## src/rtl/bp_pkg.sv

```systemverilog
// rtl/bp_pkg.sv - shared constants and index-width derivation for the branch predictor
package bp_pkg;

  function automatic int idx_width(input int entries);
    int w;
    w = 0;
    while ((1 << w) < entries) w++;
    return w;
  endfunction

  function automatic int cnt_strong_not_taken(input int cnt_w);
    return 0;
  endfunction

  function automatic int cnt_weak_not_taken(input int cnt_w);
    return (1 << (cnt_w - 1)) - 1;
  endfunction

  function automatic int cnt_weak_taken(input int cnt_w);
    return 1 << (cnt_w - 1);
  endfunction

  function automatic int cnt_strong_taken(input int cnt_w);
    return (1 << cnt_w) - 1;
  endfunction

endpackage

```

## src/rtl/sat_counter.sv

```systemverilog
// rtl/sat_counter.sv - saturating up/down counter for one predictor entry
module sat_counter
  import bp_pkg::*;
#(
  parameter int CNT_W = 2
) (
  input  logic             clk,
  input  logic             reset,
  input  logic             inc,
  input  logic             dec,
  input  logic             clr,
  output logic [CNT_W-1:0] value
);

  localparam logic [CNT_W-1:0] CNT_MIN = CNT_W'(cnt_strong_not_taken(CNT_W));
  localparam logic [CNT_W-1:0] CNT_MAX = CNT_W'(cnt_strong_taken(CNT_W));
  localparam logic [CNT_W-1:0] WEAK_NT = CNT_W'(cnt_weak_not_taken(CNT_W));
  localparam logic [CNT_W-1:0] WEAK_T  = CNT_W'(cnt_weak_taken(CNT_W));

  // clr together with inc loads weakly-taken: that is how a fresh allocation seeds the entry
  always_ff @(posedge clk or negedge reset) begin
    if (!reset) begin
      value <= WEAK_NT;
    end else if (clr) begin
      value <= inc ? WEAK_T : WEAK_NT;
    end else if (inc && !dec && value != CNT_MAX) begin
      value <= value + CNT_W'(1);
    end else if (dec && !inc && value != CNT_MIN) begin
      value <= value - CNT_W'(1);
    end
  end

endmodule

```

## src/rtl/branch_predictor.sv

```systemverilog
// rtl/branch_predictor.sv - direct-mapped branch target buffer with saturating direction counters
module branch_predictor
  import bp_pkg::*;
#(
  parameter int ENTRIES = 16,
  parameter int ADDR_W  = 32,
  parameter int CNT_W   = 2
) (
  input  logic              clk,
  input  logic              reset,
  input  logic              i_clear,
  input  logic [ADDR_W-1:0] i_pc,
  output logic              o_hit,
  output logic              o_predict_taken,
  output logic [ADDR_W-1:0] o_predict_target,
  input  logic              i_update_valid,
  input  logic [ADDR_W-1:0] i_update_pc,
  input  logic              i_update_taken,
  input  logic [ADDR_W-1:0] i_update_target,
  input  logic              i_update_pred_taken,
  input  logic [ADDR_W-1:0] i_update_pred_target,
  output logic [31:0]       o_update_count,
  output logic [31:0]       o_mispredict_count
);

  localparam int IDX_W = idx_width(ENTRIES);
  localparam int TAG_W = ADDR_W - IDX_W - 2;

  logic [ENTRIES-1:0] valid_q;
  logic [TAG_W-1:0]   tag_q    [ENTRIES];
  logic [ADDR_W-1:0]  target_q [ENTRIES];
  logic [CNT_W-1:0]   cnt      [ENTRIES];

  logic [ENTRIES-1:0] cnt_inc;
  logic [ENTRIES-1:0] cnt_dec;
  logic [ENTRIES-1:0] cnt_clr;

  logic [31:0] update_cnt_q;
  logic [31:0] mispredict_cnt_q;

  // lookup
  logic [IDX_W-1:0] lk_idx;
  logic [TAG_W-1:0] lk_tag;

  assign lk_idx = i_pc[IDX_W+1:2];
  assign lk_tag = i_pc[ADDR_W-1:IDX_W+2];

  always_comb begin
    o_hit            = valid_q[lk_idx] && (tag_q[lk_idx] == lk_tag);
    o_predict_taken  = 1'b0;
    o_predict_target = '0;
    if (o_hit) begin
      o_predict_taken  = cnt[lk_idx][CNT_W-1];
      o_predict_target = target_q[lk_idx];
    end
  end

  // update
  logic [IDX_W-1:0] up_idx;
  logic [TAG_W-1:0] up_tag;
  logic             up_hit;
  logic             up_apply;
  logic             up_alloc;
  logic             mispredict;

  assign up_idx   = i_update_pc[IDX_W+1:2];
  assign up_tag   = i_update_pc[ADDR_W-1:IDX_W+2];
  assign up_hit   = valid_q[up_idx] && (tag_q[up_idx] == up_tag);
  assign up_apply = i_update_valid && !i_clear;
  assign up_alloc = up_apply && !up_hit && i_update_taken;

  assign mispredict = i_update_valid &&
                      ((i_update_pred_taken != i_update_taken) ||
                       (i_update_taken && i_update_pred_taken &&
                        (i_update_pred_target != i_update_target)));

  always_comb begin
    cnt_inc = '0;
    cnt_dec = '0;
    cnt_clr = '0;
    for (int i = 0; i < ENTRIES; i++) begin
      if (i_clear) begin
        cnt_clr[i] = 1'b1;
      end else if (up_apply && up_idx == IDX_W'(i)) begin
        cnt_inc[i] = i_update_taken && (up_hit || up_alloc);
        cnt_dec[i] = up_hit && !i_update_taken;
        cnt_clr[i] = up_alloc;
      end
    end
  end

  for (genvar g = 0; g < ENTRIES; g++) begin : g_cnt
    sat_counter #(.CNT_W(CNT_W)) u_cnt (
      .clk   (clk),
      .reset (reset),
      .inc   (cnt_inc[g]),
      .dec   (cnt_dec[g]),
      .clr   (cnt_clr[g]),
      .value (cnt[g])
    );
  end

  always_ff @(posedge clk or negedge reset) begin
    if (!reset) begin
      valid_q <= '0;
      for (int i = 0; i < ENTRIES; i++) begin
        tag_q[i]    <= '0;
        target_q[i] <= '0;
      end
    end else if (i_clear) begin
      valid_q <= '0;
    end else if (up_apply && i_update_taken) begin
      valid_q[up_idx]  <= 1'b1;
      tag_q[up_idx]    <= up_tag;
      target_q[up_idx] <= i_update_target;
    end
  end

  // statistics ignore i_clear so a cleared update is still counted
  always_ff @(posedge clk or negedge reset) begin
    if (!reset) begin
      update_cnt_q     <= '0;
      mispredict_cnt_q <= '0;
    end else begin
      if (i_update_valid) update_cnt_q <= update_cnt_q + 32'd1;
      if (mispredict)     mispredict_cnt_q <= mispredict_cnt_q + 32'd1;
    end
  end

  assign o_update_count     = update_cnt_q;
  assign o_mispredict_count = mispredict_cnt_q;

endmodule

```

## config.mk

```make
export PLATFORM = sky130hd
export DESIGN_NAME = branch_predictor
export DESIGN_NICKNAME = d
export VERILOG_FILES = /design/src/rtl/bp_pkg.sv /design/src/rtl/sat_counter.sv /design/src/rtl/branch_predictor.sv
export SDC_FILE = /design/constraint.sdc
export NUM_CORES = 2
export LEC_CHECK = 0
export BUFFER_PORTS_ARGS = -buffer_cell sky130_fd_sc_hd__buf_2
export CORE_MARGIN = 8
export CORE_UTILIZATION = 45
export DETAILED_ROUTE_END_ITERATION = 12
export SLEW_MARGIN = 25
export SYNTH_ARGS = -nofsm -noshare
export SYNTH_HDL_FRONTEND = slang
export SYNTH_SLANG_ARGS = --single-unit
```

## constraint.sdc

```tcl
create_clock -name clk -period 4.45 [get_ports clk]
set_clock_uncertainty 0.1 [all_clocks]
set_input_delay 0.89 -clock clk [delete_from_list [all_inputs] [get_ports clk]]
set_output_delay 0.89 -clock clk [all_outputs]
set_load 0.03 [all_outputs]
```

# Word-level counts from Yosys, hierarchy flattened
# Index checks and enable logic that the tools add are counted.
dict set report totals {
  register_bits 1040
  mem_bits_ro 0
  latchBits 0
  out_inout_bits 98
  wordCells 483
  ramBits 0
  mem_count 0
}
dict set report classes {
  reduce_logical 165
  addsub 34
  bitwise 4
  n_lt_le_gt_ge 6
  div 0
  eq_ne 35
  muxes 188
  shift 0
  mul 0
}
# cell count
set ops {}
lappend ops {{bitwise mux 512 bit} 1}
lappend ops {{bitwise mux 416 bit} 1}
lappend ops {{binary-select mux 26 bit (select 4 bit)} 2}
lappend ops {{2-to-1 mux 2 bit} 66}
lappend ops {{2-to-1 mux 26 bit} 5}
lappend ops {{binary-select mux 32 bit (select 4 bit)} 1}
lappend ops {{demux 32 bit (select 4 bit)} 1}
lappend ops {{2-to-1 mux 32 bit} 4}
lappend ops {{demux 26 bit (select 4 bit)} 1}
lappend ops {{2-to-1 mux 1 bit} 100}
lappend ops {{logical AND 1 bit} 93}
lappend ops {{adder 32 x 1 -> 32 bit (second input constant)} 2}
lappend ops {{equality test 26 bit} 2}
lappend ops {{nonzero test 3 bit} 16}
lappend ops {{logical NOT 1 bit} 35}
lappend ops {{nonzero test 2 bit} 17}
lappend ops {{adder 2 x 1 -> 2 bit (second input constant)} 16}
lappend ops {{equality test 4 bit (second input constant)} 8}
lappend ops {{2-to-1 mux 16 bit} 2}
lappend ops {{inequality test 2 bit (second input constant)} 16}
lappend ops {{inequality test 32 bit} 1}
lappend ops {{subtractor 2 x 1 -> 2 bit (second input constant)} 16}
lappend ops {{equality test 4 x 3 -> 1 bit (second input constant)} 4}
lappend ops {{OR 16 bit} 1}
lappend ops {{other kinds (15)} 21}

# Longest topological paths before layout
dict set report depth {
  ltp_word 19
  depth_mapped 14
}

# By module
# A second synthesis with hierarchy kept.
dict set report unflattened {
  hier_cells 3942
  area_unflattened_um2 52216.3
}
# module area_per_inst_um2 seq_area_each_um2 cells_per_inst n_inst
set modules_own_cells {}
lappend modules_own_cells {branch_predictor 50154.4 25224.2 3718 1}
lappend modules_own_cells {sat_counter 128.9 51.3 14 16}

# Worst setup path after synthesis
# No wires, ideal clock.
dict set report synth_path {
  path_kind {input to output}
  start {input port i_pc[2]}
  end {output port o_predict_target[22]}
  path_stages 10
  setup_slack_ps -364
  n_path_buf 4
  required_ps 3460
  t_arrival_ps 3824
  cell_sequence {clkbuf_1 -> buf_2 -> buf_2 -> mux4_2 -> mux4_2 -> xnor2_1 -> nand4_1 -> nor3_1 -> clkbuf_1 -> and3_1}
}
dict set report synth_between {
  elab_chain_len 7
}
# item line
set synth_lines {}
lappend synth_lines {{start: declaration} branch_predictor.sv:12} ;# input logic [ADDR_W-1:0] i_pc,
lappend synth_lines {{NOT 4 -> 5 bit (not written as such)} {branch_predictor.sv:49, branch_predictor.sv:54}}
lappend synth_lines {{binary-select mux 26 bit (select 4 bit)} branch_predictor.sv:49} ;# o_hit = valid_q[lk_idx] && (tag_q[lk_idx] == lk_tag);
lappend synth_lines {{2-to-1 mux 26 bit (not written as such) (2 in a row)} branch_predictor.sv:49}
lappend synth_lines {{equality test 26 bit} branch_predictor.sv:49}
lappend synth_lines {{logical AND 1 bit} branch_predictor.sv:49}
lappend synth_lines {{2-to-1 mux 32 bit *} branch_predictor.sv:52} ;# if (o_hit) begin
lappend synth_lines {{end: declaration} branch_predictor.sv:15} ;# output logic [ADDR_W-1:0] o_predict_target,
# Every way passes the cells marked *; elsewhere a longest branch is shown, timed or not. The select of a mux whose other input is x is not followed.

# Worst setup path in the final report
dict set report layout_path {
  start {input port i_pc[2]}
  end {output port o_predict_target[18]}
}
# Same word-level chain as after synthesis.

==> impl_metrics.yaml <==
synthesis:
  async_reset_ff_frac: 1.00
  yosys.cell_types.count: 67
  yosys_register_bits: 1040
  synth_most_common_cell: "dfrtp_1"
  synth_ff_type: "dfrtp_1"
  synth_nets: 3891
  synth_edf_count: 0
  ys_warn_count: 0
  netlist_top_cells_count: "dfrtp_1, mux2_2, nand2_1"
  synth_area_sq_um: 51900
  ys_seq_area_frac: 0.502
  syn_inst: 3754
  ys_top_cells_by_area: "dfrtp_1, mux2_2, mux4_2"
  synth_top_area_frac: 0.494
  synth_top_area_cell: "dfrtp_1"
  avgSynthCellArea_sq_um: 13.8
finish:
  ff_latch_area_sq_um: 26000
  final_net_count: 4149
  area_growth_pct: 17.9
  drive_gt1_frac: 0.471
  fill_cells: 9523
  multi_input_area_sq_um: 24600
  final_area_sq_um: 61100
critical_path:
  slowest_delay_ns: 0.55
  cp.arrival_ns: 4.07
  critPathMaxFanout: 8
  cp_top_family: "buffers and inverters"
  crit_slowest_cell: "mux4_2"
  required_ns: 3.46
  crit_top_cell: "buf_12"
  path_class: "in -> out"
  worstSetupStartpointType: "input pin"
  critical_path_buf_inv_count: 7
  path_cells: "buf_16, buf_12, mux4_2, mux4_2, xnor2_2, nand4_1, buf_4, nor4_4, buf_12, buf_12, buf_12, and3_4, buf_6"
  end_kind: "primary output"
flow_run:
  maxCapViolations: 0
die:
  fp.dieH_microns: 355
  num_rows: 124
  coreArea_sq_um: 114000
  ios: 232
  die_w_microns: 355
  die_area_sq_um: 126000
  start_util: 0.454
timing:
  rsz0062_at_grt: "yes"
  holdWs_ns: 0.123
  fin_crit_ns: 5.06
  setup_violations: 34
  worst_slack_ns: -0.613
  hold_viol_final: 0
  tightest_slew_ns: 0.910
  fin_crit_sh: 1.14
  fmax_ghz: 0.198
  slew_viol_final: 0
  max-slew-margin-rel: 0.389
pwr:
  power_density_nw_per_um2: 408
  ir_drop_mv: 0.359
  p_leak_nw: 28.2
grt:
  grt_max_degree: 95
  antenna_found_initial: 16
  grt_pass1_wl_mm: 232
  grt_pass1_vias: 35000
  track_usage: 0.240
  grt_overflow: 0
cts:
  cts_tree: "built"
  clock_path_buffers: 3
  clk_pin_slew_ns: 0.06
  cts_buffers: 113
  cts.sinks: 1040
  clock-root-buffer: "clkbuf_16"
  htreeDepth: 3
  cts_hold_buf: 0
  insertion_delay_ns: 0.71
outcome:
  violations: "negative setup slack"
  status: "finished, violations left"
hold_path:
  min_path_type: "in -> async"
drt:
  vias: 33500
  wl_mm: 155
  viasPerCell: 5.96
  wire_per_inst_microns: 27.6
  remaining_drc_errors: 0
  drt_first_iter_violations: 2594
  dr.pass1.iters: 5
  drtAntennaViolNets: 0
place:
  gp_congestion: 0.842
  placed_cell_area_sq_um: 56400
  dp_hpwl_mm: 95.4
  io_buffers: 227
==> metrics by stage <==
step	power, mW	setup TNS [ns]	utilization	cells	setup WS, ns
finish	24.9	-18.72	0.535	5619	-0.613
global route	26.0	-23.79	0.535	5616	-0.751
CTS	25.1	-17.35	0.531	5602	-0.536
detailed placement	15.5	-24.79	0.494	5385	-0.817
global placement	15.4	-24.86	0.494	5385	-0.810
floorplan	14.0	-0.825	-	3754	-0.0430
==> flip-flops by register name, summed over array words and instances, names as in the netlist <==
register            flops
valid_q                16
tag_q                 416
g_cnt.u_cnt.value      32
target_q              512
o_mispredict_count     32
o_update_count         32
==> worst register-to-register path, stage by stage (launching register included) <==
cell      delay (ns)
dfrtp_1         0.40
mux4_1          0.52
mux2i_1         0.28
xnor2_1         0.23
a32o_1          0.32
o221ai_1        0.14
or4_1           0.69
or3_1           0.38
buf_4           0.18
nor4_1          0.19
o22ai_1         0.13
==> kinds of logic after synthesis <==
group / synth area share
muxes: 0.352
and+or+nand+nor: 0.0576
AOI/OAI and AO/OA: 0.0288
xor gates and xnor gates: 0.0270
DFF: 0.502
buffers and inverters: 0.0315
adders and majority gates: 0.000917
==> layer usage <==
layer | up-vias | global-route usage | share of wire
li1 | 14300 | - | -
met1 | 17900 | 0.340 | 0.44
met2 | 984 | 0.383 | 0.47
met3 | 278 | 0.0396 | 0.054
met4 | 8 | 0.0673 | 0.032
met5 | - | 0 | 0.00030
==> final cells by class <==
| type | count | share of cell area |
|---|---|---|
| Multi-Input combinational cell | 2322 | 0.402 |
| Clock inverter | 46 | 0.00857 |
| Antenna cell | 5 | 0.000205 |
| Timing Repair Buffer | 496 | 0.0759 |
| Clock buffer | 159 | 0.0537 |
| Sequential cell | 1040 | 0.426 |
| Inverter | 39 | 0.00239 |
| Tap cell | 1512 | 0.0309 |
==> repair_timing <==
action	in CTS	in global routing
endpoints found under the hold margin	0	0
pin swaps	7	13
cloned	5	7
resized for setup	92	32
endpoints found under the setup margin	34	34
setup buffers	7	6
==> cell usage in the layout, fill, tap and decap left out, types with 15 or more instances in the layout <==
| cell | instances |
|---|---|
| a21oi_1 | 44 |
| buf_6 | 41 |
| inv_1 | 34 |
| nand3_1 | 30 |
| mux2i_1 | 70 |
| dfstp_2 | 16 |
| buf_4 | 178 |
| and3_4 | 25 |
| nand2_1 | 450 |
| clkbuf_16 | 119 |
| clkbuf_8 | 27 |
| o22ai_1 | 15 |
| dfrtp_1 | 1024 |
| buf_2 | 185 |
| xnor2_1 | 129 |
| mux2_2 | 781 |
| nor3_1 | 15 |
| xor2_1 | 23 |
| o21ai_0 | 80 |
| clkinv_2 | 26 |
| mux4_2 | 383 |
| nand4_1 | 32 |
| clkbuf_1 | 19 |
| buf_12 | 71 |
| nor2_1 | 51 |
==> worst paths after layout <==
check | start | end | slack, ns | depth (start not counted)
worst min register to register | target_q[434] | target_q[434] | 0.37 | 2
worst max-delay path | i_pc[2] | o_predict_target[18] | -0.61 | 13
worst min-delay path | reset | tag_q[243] | 0.12 | 1
max in group asynchronous | reset | target_q[393] | 2.98 | 2
min in group clk | target_q[434] | target_q[434] | 0.37 | 2
worst max register to register | tag_q[369] | g_cnt[11].u_cnt.value[1] | 0.80 | 10
==> where the power goes <==
group	internal (mW)	switching, mW	total [mW]
Sequential	10.6	0.780	11.4
Combinational	2.19	1.73	3.93
Clock	5.60	3.98	9.57
Note: power is estimated with default switching activity, not from simulation.
